--- config.mk ---
export PLATFORM = sky130hd
export DESIGN_NAME = rn_wr_route_fifo
export DESIGN_NICKNAME = d
export VERILOG_FILES = /design/src/rtl/rn_pkg.sv /design/src/rtl/rn_sync_fifo.sv /design/src/rtl/rn_wr_route_fifo.sv
export SDC_FILE = /design/constraint.sdc
export NUM_CORES = 1
export LEC_CHECK = 0
export ABC_AREA = 1
export CAP_MARGIN = 10
export CORE_UTILIZATION = 45
export CTS_BUF_LIST = sky130_fd_sc_hd__clkbuf_8
export CTS_CLUSTER_DIAMETER = 150
export DETAILED_ROUTE_END_ITERATION = 10
export PLACE_DENSITY_LB_ADDON = 0.2
export SLEW_MARGIN = 5
export SYNTH_ARGS = -nofsm -noshare
export SYNTH_HDL_FRONTEND = slang
export SYNTH_SLANG_ARGS = --single-unit
--- constraint.sdc ---
create_clock -name clk -period 4.4 [get_ports clk]
set_input_delay 0.88 -clock clk [delete_from_list [all_inputs] [get_ports clk]]
set_output_delay 0.88 -clock clk [all_outputs]
set_load 0.03 [all_outputs]
--- src/rtl/rn_pkg.sv ---
// ----------------------------------------------------------------------------
// rn_pkg
// Shared definitions for the write-routing FIFO.
//   RN_ADDR_W / RN_TGT_W : default AW address and target-ID widths
//   RN_LEN_W             : AXI burst length field width (AxLEN)
//   rn_entry_t           : one stored burst descriptor {tgtid, len}; the
//                          FIFO word layout used by rn_wr_route_fifo matches
//                          this struct bit-for-bit at the default widths
//   rn_cnt_w()           : width of an occupancy count for a given depth
// ----------------------------------------------------------------------------
package rn_pkg;

    localparam int RN_ADDR_W = 32;
    localparam int RN_TGT_W  = 2;
    localparam int RN_LEN_W  = 8;

    typedef struct packed {
        logic [RN_TGT_W-1:0] tgtid;
        logic [RN_LEN_W-1:0] len;
    } rn_entry_t;

    // A count must be able to hold the value DEPTH itself, hence the +1.
    function automatic int rn_cnt_w(input int depth);
        return $clog2(depth) + 1;
    endfunction

endpackage

--- src/rtl/rn_sync_fifo.sv ---
// ----------------------------------------------------------------------------
// rn_sync_fifo
// Single-clock FIFO with a combinational head read (first-word fall-through),
// so the entry at the read pointer is visible the cycle after it is pushed.
//   clk          rising-edge clock
//   rst          asynchronous active-low reset (pointers and count only)
//   push_i       write request, ignored while full
//   push_data_i  word to write
//   pop_i        read/advance request, ignored while empty
//   head_o       word at the read pointer (undefined while empty)
//   full_o       DEPTH words stored
//   empty_o      no words stored
//   count_o      number of words stored (0..DEPTH)
// ----------------------------------------------------------------------------
module rn_sync_fifo
    import rn_pkg::*;
#(
    parameter int WIDTH = RN_TGT_W + RN_LEN_W,
    parameter int DEPTH = 4
) (
    input  logic                     clk,
    input  logic                     rst,
    input  logic                     push_i,
    input  logic [WIDTH-1:0]         push_data_i,
    input  logic                     pop_i,
    output logic [WIDTH-1:0]         head_o,
    output logic                     full_o,
    output logic                     empty_o,
    output logic [$clog2(DEPTH):0]   count_o
);

    localparam int PTR_W = $clog2(DEPTH);
    localparam int CNT_W = PTR_W + 1;

    logic [WIDTH-1:0] mem_q [DEPTH];
    logic [PTR_W-1:0] wr_ptr_q, wr_ptr_d;
    logic [PTR_W-1:0] rd_ptr_q, rd_ptr_d;
    logic [CNT_W-1:0] count_q,  count_d;

    logic do_push;
    logic do_pop;

    assign full_o  = (count_q == CNT_W'(DEPTH));
    assign empty_o = (count_q == '0);
    assign count_o = count_q;
    assign head_o  = mem_q[rd_ptr_q];

    assign do_push = push_i & ~full_o;
    assign do_pop  = pop_i  & ~empty_o;

    // DEPTH is a power of two, so plain pointer overflow is the modulo wrap.
    always_comb begin
        wr_ptr_d = wr_ptr_q;
        rd_ptr_d = rd_ptr_q;
        count_d  = count_q;
        if (do_push) begin
            wr_ptr_d = wr_ptr_q + PTR_W'(1);
        end
        if (do_pop) begin
            rd_ptr_d = rd_ptr_q + PTR_W'(1);
        end
        case ({do_push, do_pop})
            2'b10:   count_d = count_q + CNT_W'(1);
            2'b01:   count_d = count_q - CNT_W'(1);
            default: count_d = count_q;
        endcase
    end

    always_ff @(posedge clk or negedge rst) begin
        if (!rst) begin
            wr_ptr_q <= '0;
            rd_ptr_q <= '0;
            count_q  <= '0;
        end else begin
            wr_ptr_q <= wr_ptr_d;
            rd_ptr_q <= rd_ptr_d;
            count_q  <= count_d;
        end
    end

    // Storage carries no reset: stale words are never observable because the
    // pointers and count are cleared.
    always_ff @(posedge clk) begin
        if (do_push) begin
            mem_q[wr_ptr_q] <= push_data_i;
        end
    end

endmodule

--- src/rtl/rn_wr_route_fifo.sv ---
// ----------------------------------------------------------------------------
// rn_wr_route_fifo
// Routes AXI write bursts onto a NoC. Each accepted AW records its target
// node (top address bits) and burst length; the W channel then streams the
// head burst, tagging every flit with its target plus head/tail markers.
// Burst boundaries come from the stored length, not from WLAST; a WLAST that
// disagrees with the stored length raises a one-cycle wlast_err.
//   clk, rst                       clock, asynchronous active-low reset
//   s_awvalid/s_awready            CPU-side AW handshake
//   s_awaddr, s_awlen              AW address, burst length minus one
//   n_awvalid/n_awready, n_awtgtid NoC-side AW handshake and target
//   s_wvalid/s_wready, s_wlast     CPU-side W handshake and last flag
//   n_wvalid/n_wready              NoC-side W handshake
//   n_whead, n_wtail, n_wtgtid     first/last flit marker, burst target
//   occupancy                      bursts stored
//   wlast_err                      WLAST/length mismatch pulse
// ----------------------------------------------------------------------------
module rn_wr_route_fifo
    import rn_pkg::*;
#(
    parameter int DEPTH  = 4,
    parameter int ADDR_W = RN_ADDR_W,
    parameter int TGT_W  = RN_TGT_W
) (
    input  logic                   clk,
    input  logic                   rst,
    // CPU-side AW
    input  logic                   s_awvalid,
    output logic                   s_awready,
    input  logic [ADDR_W-1:0]      s_awaddr,
    input  logic [7:0]             s_awlen,
    // NoC-side AW
    output logic                   n_awvalid,
    input  logic                   n_awready,
    output logic [TGT_W-1:0]       n_awtgtid,
    // CPU-side W
    input  logic                   s_wvalid,
    output logic                   s_wready,
    input  logic                   s_wlast,
    // NoC-side W
    output logic                   n_wvalid,
    input  logic                   n_wready,
    output logic                   n_whead,
    output logic                   n_wtail,
    output logic [TGT_W-1:0]       n_wtgtid,
    // Status
    output logic [$clog2(DEPTH):0] occupancy,
    output logic                   wlast_err
);

    // Word layout {tgtid, len}, identical to rn_entry_t at default widths.
    localparam int ENTRY_W = TGT_W + RN_LEN_W;

    logic               full;
    logic               empty;
    logic [ENTRY_W-1:0] push_data;
    logic [ENTRY_W-1:0] head_data;
    logic [TGT_W-1:0]   head_tgt;
    logic [RN_LEN_W-1:0] head_len;

    logic aw_hs;
    logic w_hs;
    logic pop;

    logic [RN_LEN_W-1:0] beat_cnt_q, beat_cnt_d;
    logic                wlast_err_q, wlast_err_d;

    // Only the target bits of the address are routed; the rest is consumed
    // here so it does not show up as dangling logic.
    logic unused_addr_bits;
    generate
        if (ADDR_W > TGT_W) begin : g_addr_rest
            assign unused_addr_bits = ^s_awaddr[ADDR_W-TGT_W-1:0];
        end else begin : g_addr_none
            assign unused_addr_bits = 1'b0;
        end
    endgenerate

    // ---------------- AW side ----------------
    assign n_awtgtid = s_awaddr[ADDR_W-1 -: TGT_W];
    // Full blocks AW even if the head pops this cycle: the pop frees a slot
    // only from the next cycle on, which keeps the ready path short.
    assign n_awvalid = s_awvalid & ~full;
    assign s_awready = n_awready & ~full;
    assign aw_hs     = s_awvalid & s_awready;
    assign push_data = {n_awtgtid, s_awlen};

    // ---------------- Burst store ----------------
    rn_sync_fifo #(
        .WIDTH (ENTRY_W),
        .DEPTH (DEPTH)
    ) u_fifo (
        .clk         (clk),
        .rst         (rst),
        .push_i      (aw_hs),
        .push_data_i (push_data),
        .pop_i       (pop),
        .head_o      (head_data),
        .full_o      (full),
        .empty_o     (empty),
        .count_o     (occupancy)
    );

    assign head_tgt = head_data[ENTRY_W-1 -: TGT_W];
    assign head_len = head_data[RN_LEN_W-1:0];

    // ---------------- W side ----------------
    // W depends only on the stored FIFO state, never on this cycle's AW, so
    // a freshly pushed burst becomes usable one cycle after its handshake.
    assign n_wvalid = s_wvalid & ~empty;
    assign s_wready = n_wready & ~empty;
    assign w_hs     = s_wvalid & s_wready;

    assign n_whead  = (beat_cnt_q == '0)       & ~empty;
    assign n_wtail  = (beat_cnt_q == head_len) & ~empty;
    assign n_wtgtid = empty ? '0 : head_tgt;

    assign pop = w_hs & n_wtail;

    always_comb begin
        beat_cnt_d  = beat_cnt_q;
        wlast_err_d = 1'b0;
        if (w_hs) begin
            beat_cnt_d  = n_wtail ? '0 : beat_cnt_q + RN_LEN_W'(1);
            wlast_err_d = (s_wlast != n_wtail);
        end
    end

    always_ff @(posedge clk or negedge rst) begin
        if (!rst) begin
            beat_cnt_q  <= '0;
            wlast_err_q <= 1'b0;
        end else begin
            beat_cnt_q  <= beat_cnt_d;
            wlast_err_q <= wlast_err_d;
        end
    end

    assign wlast_err = wlast_err_q;

endmodule

==> results.sh, run 1 <==
export IMPL_hold_path_class="reg2reg"
export IMPL_syn_to_final_growth_pct=16.4
export IMPL_firstDrtPassIters=4
export IMPL_slew_limit_headroom_pct=33.9
export IMPL_post_cts_resized=0
export IMPL_vdd_drop_max_uv=394
export IMPL_nFillCells=526
export IMPL_start_util_pct=46.5
export IMPL_ys_ff_latch=56
export IMPL_drtIter0Drc=59
export IMPL_rows=28
export IMPL_core_um2=5920
export IMPL_place_area_um2=3110
export IMPL_post_cts_buffers=0
export IMPL_clock_fmax_mhz=283
export IMPL_p_int_uw=1010
export IMPL_p_seq_share_pct=43.5
export IMPL_routed_via_count=1807
export IMPL_place_gp_congestion=0.753
export IMPL_power_switching_uw=660
export IMPL_drv_slew=0
export IMPL_worst_setup_path_start_kind="flop"
export IMPL_p_sw_share_pct=39.4
export IMPL_cp_num_buf_inv=3
export IMPL_numPortBuffers=30
export IMPL_dp_final_hpwl_um=3580
export IMPL_antenna_found_initial=0
export IMPL_period_share_pct=80.4
export IMPL_root_buffer="clkbuf_8"
export IMPL_status="completed"
export IMPL_dieArea_um2=6430
export IMPL_worstSkewPairLatency_ps=310
export IMPL_yosysMostFrequentCell="nand2_1"
export IMPL_grt_pass1_vias=1740
export IMPL_vias_per_cell=4.84
export IMPL_clockBufferDepth=2
export IMPL_min_period_ps=3540
export IMPL_drc=0
export IMPL_synth_async_sr_flop_share_pct=28.6
export IMPL_fin_cells=373
export IMPL_fin_nets=352
export IMPL_synth_edff_count=40
export IMPL_rsz0062_at_grt="false"
export IMPL_hold_viol=0
export IMPL_synth_avg_cell_area_um2=10.5
export IMPL_cts_buffers=5
export IMPL_grt_overflow=0
export IMPL_arrival_ps=2660
export IMPL_tightest_slew_ps=988
export IMPL_power_density_nw_per_um2=523
export IMPL_drt_wl_total_um=5170
export IMPL_syn_num_nets=318
export IMPL_setup_viol=0
export IMPL_crit_path_end_kind="output pin"
export IMPL_num_antenna_cells=0
export IMPL_timing_critical_path_mode_cell="nand2_1"
export IMPL_critPathMaxStageDelay_ps=660
export IMPL_synth_cell_types=28
export IMPL_synth_top_area_cell="edfxtp_1"
export IMPL_path_delay_family="buffers and inverters"
export IMPL_critPathKind="reg2out"
export IMPL_io_pin_count=61
export IMPL_holdBufCountCts=0
export IMPL_path_max_fanout=21
export IMPL_synth_area_top_cells="edfxtp_1, dfrtp_1, nand2_1"
export IMPL_yosysTopAreaCellShare_pct=43.7
export IMPL_clkPwrFrac_pct=17.1
export IMPL_grt_pass1_wl_um=8440
export IMPL_synth_cell_area_um2=2750
export IMPL_cts_htree_levels=2
export IMPL_fin_skew_ps=8.26
export IMPL_combinationalPowerShare_pct=39.4
export IMPL_fp_dieH_um=80.2
export IMPL_post_drt_wl_per_cell_um=13.8
export IMPL_design_area_um2=3200
export IMPL_placed_cells=365
export IMPL_clk_pin_slew_ps=100
export IMPL_synth_seq_area_share_pct=58.2
export IMPL_grt_usage_pct=18.1
export IMPL_cts_tree="done"
export IMPL_synth_ff_type="edfxtp_1"
export IMPL_crit_chain="inv_2 -> nand2_1 -> nand3_2 -> nand2_1 -> xor2_1 -> nor2_2 -> nand3_4 -> inv_1 -> clkdlybuf4s50_1"
export IMPL_ys_warn_count=0
export IMPL_grt_max_degree=23
export IMPL_cp_slowest_cell="clkdlybuf4s50_1"
export IMPL_synthTopCellsByCount="nand2_1, edfxtp_1, inv_1"
export IMPL_fp_dieW_um=80.2
export IMPL_drive_gt1_share_pct=13.1
export IMPL_drtAntennaViolNets=0
export IMPL_required_ps=3520
export IMPL_synth_cells=263
export IMPL_power_uw=1680
export IMPL_setup_tns_final_ps=0
export IMPL_drv_cap=0
export IMPL_leakage_uw=0.00135
export IMPL_numClockSinks=56
## routing by layer
layer | up-vias | part of all wire (%) | GRT usage, %
met3 | 8 | 4.1 | 3.75
met4 | 0 | 2.1 | 8.57
li1 | 927 | - | -
met2 | 33 | 48 | 30.1
met1 | 839 | 46 | 22.6
met5 | - | 0 | 0
## cell usage in the layout, fill, tap and decap left out, drive strengths merged
master / count
nand4: 4
clkinv: 2
xor2: 10
dfrtp: 16
nand2: 63
nor2: 31
a21boi: 2
bufinv: 1
nand3b: 1
inv: 31
o21ai: 9
edfxtp: 40
xnor2: 1
fa: 1
clkdlybuf4s50: 30
a21oi: 5
ha: 7
clkbuf: 5
buf: 4
nor3: 3
nand3: 32
## final timing paths
kind,end,from,depth (start not counted),slack [ps]
max in group asynchronous,beat_cnt_q[3],rst,1,2950
max reg2reg,u_fifo.count_o[2],u_fifo.rd_ptr_q[0],14,1450
min in group asynchronous,beat_cnt_q[5],rst,1,990
max,n_wtail,u_fifo.rd_ptr_q[0],9,860
min,u_fifo.count_o[0],u_fifo.count_o[0],1,530
min reg2reg,u_fifo.count_o[0],u_fifo.count_o[0],1,530
## through the flow
stage | hold WS [ps] | utilization, % | worst slack [ps]
floorplan | 552 | - | 1410
global placement | 525 | 52.5 | 1220
detailed placement | 523 | 52.5 | 1190
CTS | 548 | 54.1 | 840
global route | 566 | 54.1 | 664
finish | 535 | 54.1 | 864
## area by class of cell
class,instances,area [µm²],share of cell area [%]
clock buffers,5,68.8,2.15
flip-flops and latches,56,1600,50.0
inverters,31,130,4.06
repair buffers,34,330,10.3
multi-input cells,169,955,29.8
well taps,75,93.8,2.93
clock inverters,3,22.5,0.703
## sequential cells by signal (all words and copies together) (netlist names)
name             flops
u_fifo.mem_q        40
beat_cnt_q           8
u_fifo.count_o       3
u_fifo.rd_ptr_q      2
u_fifo.wr_ptr_q      2
wlast_err            1
## power groups by stage
stage | logic [µW] | registers [µW] | clock network, µW
2_1_floorplan | 462 | 758 | 0
3_3_place_gp | 647 | 740 | 0
3_5_place_dp | 665 | 742 | 0
4_1_cts | 669 | 730 | 292
5_1_grt | 749 | 742 | 312
6_report | 660 | 729 | 286
## cell families after synthesis
| logic type | synth area share (%) |
|---|---|
| compound gates | 3.23 |
| xor+xnor | 3.50 |
| fa+ha+maj | 3.91 |
| buf+inv | 7.09 |
| flops | 58.2 |
| simple gates | 24.1 |
(Power assumes the default switching activity.)
==> run 2: changes to the inputs <==
==> constraint.sdc (replaced) <==
create_clock -name clk -period 3.61 [get_ports clk]
set_input_delay 0.722 -clock clk [delete_from_list [all_inputs] [get_ports clk]]
set_output_delay 0.722 -clock clk [all_outputs]
set_load 0.03 [all_outputs]
==> run 2 against run 1 <==
Net effect: routed wire length decreased by 1.7%; total power increased by 22%; worst hold slack better by 11 ps; global-route usage decreased by 0.24 points; cell count up 0.54%; register-to-register slack got worse by 750 ps; first-iteration DRC count rose by 34%; clock skew fell by 2.0 ps; combinational power is 21% higher; clock power increased by 22%; critical path depth unchanged; critical endpoint unchanged; largest power group unchanged.
==> results.sh, run 2 (synthesized netlist as in run 1, its figures left out) <==
export IMPL_post_drt_wl_per_cell_um=13.5
export IMPL_path_max_fanout=21
export IMPL_slew_limit_headroom_pct=51.1
export IMPL_required_ps=2890
export IMPL_nFillCells=555
export IMPL_firstDrtPassIters=4
export IMPL_dr_wl_met3_um=136
export IMPL_layout_commonest_cell="nand2_1"
export IMPL_largest_register_ffs=40
export IMPL_detail_route_wirelength_met1_um=2300
export IMPL_rows=28
export IMPL_cp_num_buf_inv=3
export IMPL_clk_pin_slew_ps=100
export IMPL_cts_tree="done"
export IMPL_post_cts_resized=0
export IMPL_drt_wl_total_um=5080
export IMPL_fin_nets=354
export IMPL_mostFrequentLayoutCells="nand2_1, edfxtp_1, clkdlybuf4s50_1"
export IMPL_syn_to_final_growth_pct=16.9
export IMPL_crit_path_end_kind="output pin"
export IMPL_root_buffer="clkbuf_8"
export IMPL_final_util_pct=54.3
export IMPL_cp_slowest_cell="clkdlybuf4s50_1"
export IMPL_design_area_um2=3220
export IMPL_top_layer="met4"
export IMPL_regMostFlops="u_fifo.mem_q"
export IMPL_leakage_uw=0.00136
export IMPL_holdBufCountCts=0
export IMPL_tightest_slew_ps=732
export IMPL_status="completed"
export IMPL_grt_max_degree=23
export IMPL_hold_viol=0
export IMPL_place_gp_congestion=0.739
export IMPL_routed_via_count=1801
export IMPL_drv_slew=0
export IMPL_fp_dieH_um=80.2
export IMPL_rsz0062_at_grt="false"
export IMPL_fin_skew_ps=6.30
export IMPL_multi_input_comb_area_um2=955
export IMPL_drtIter0Drc=79
export IMPL_arrival_ps=2640
export IMPL_path_delay_family="buffers and inverters"
export IMPL_critPathKind="reg2out"
export IMPL_numClockSinks=56
export IMPL_crit_chain="inv_2 -> nand2_1 -> nand3_1 -> nand2_1 -> xor2_1 -> nor2_2 -> nand3_4 -> inv_1 -> clkdlybuf4s50_1"
export IMPL_dieArea_um2=6430
export IMPL_period_share_pct=93.1
export IMPL_post_cts_buffers=0
export IMPL_grt_pass1_wl_um=8400
export IMPL_antenna_found_initial=0
export IMPL_drc=0
export IMPL_cts_buffers=5
export IMPL_power_density_nw_per_um2=633
export IMPL_worstSkewPairLatency_ps=310
export IMPL_wl_met2_um=2570
export IMPL_hold_path_class="reg2reg"
export IMPL_cts_htree_levels=2
export IMPL_power_uw=2040
export IMPL_setup_viol=0
export IMPL_fp_dieW_um=80.2
export IMPL_io_pin_count=61
export IMPL_core_um2=5920
export IMPL_drtAntennaViolNets=0
export IMPL_min_period_ps=3360
export IMPL_drive_gt1_share_pct=13.7
export IMPL_vdd_drop_max_uv=360
export IMPL_drv_cap=0
export IMPL_timing_critical_path_mode_cell="nand2_1"
export IMPL_grt_pass1_vias=1746
export IMPL_register_area_um2=1600
export IMPL_start_util_pct=46.5
export IMPL_critPathMaxStageDelay_ps=660
export IMPL_worst_setup_path_start_kind="flop"
export IMPL_hold_slack_ps=545
export IMPL_setup_tns_final_ps=0
export IMPL_grt_overflow=0
export IMPL_numPortBuffers=30
export IMPL_grt_usage_pct=17.9
export IMPL_num_antenna_cells=0
export IMPL_vias_per_cell=4.80
export IMPL_dp_final_hpwl_um=3540
export IMPL_place_area_um2=3130
export IMPL_clock_fmax_mhz=297
export IMPL_clockBufferDepth=2
[run 2: layout make-up]
type | count | share of cell area [%]
clock inverters | 3 | 0.700
well taps | 75 | 2.92
multi-input cells | 169 | 29.7
inverters | 31 | 4.05
clock buffers | 5 | 2.14
flip-flops and latches | 56 | 49.8
repair buffers | 36 | 10.7
[run 2: metal layers]
metal | vias to the layer above | track usage (%)
li1 | 929 | -
met1 | 846 | 22.2
met2 | 21 | 31.4
met3 | 5 | 2.84
met4 | 0 | 6.61
met5 | - | 0
[run 2: worst reg2reg max path, cell delays in order, from the launching register on]
cell and delay [ps]:
dfrtp_1 400, inv_2 330, nand2_1 110, nand3_1 80, nand2_1 100, xor2_1 160, nor2_2 240, nand3_4 160
nor2_8 200, ha_1 170, inv_1 70, fa_1 370, a21oi_1 140, o21ai_0 110, xor2_1 150
[run 2: stage by stage]
stage                     setup WS [ps]  cells
after CTS                           214    375
after global placement              594    367
after global routing               48.5    375
final                               249    375
after detailed placement            569    367
after floorplan                     780    263
[run 2: worst paths after layout]
kind	start	end	slack [ps]	cells after the start
min	u_fifo.count_o[0]	u_fifo.count_o[0]	550	1
max reg2reg	u_fifo.rd_ptr_q[0]	u_fifo.count_o[2]	700	14
min in group asynchronous	rst	u_fifo.rd_ptr_q[1]	830	1
max in group asynchronous	rst	beat_cnt_q[7]	2320	1
max	u_fifo.rd_ptr_q[0]	n_wtail	250	9
min reg2reg	u_fifo.count_o[0]	u_fifo.count_o[0]	550	1
[run 2: power breakdown]
part	total, µW	internal (µW)	switching (µW)	leakage [µW]
Clock	349	139	210	0.0000485
Combinational	800	290	510	0.000755
Sequential	888	808	79.4	0.000556
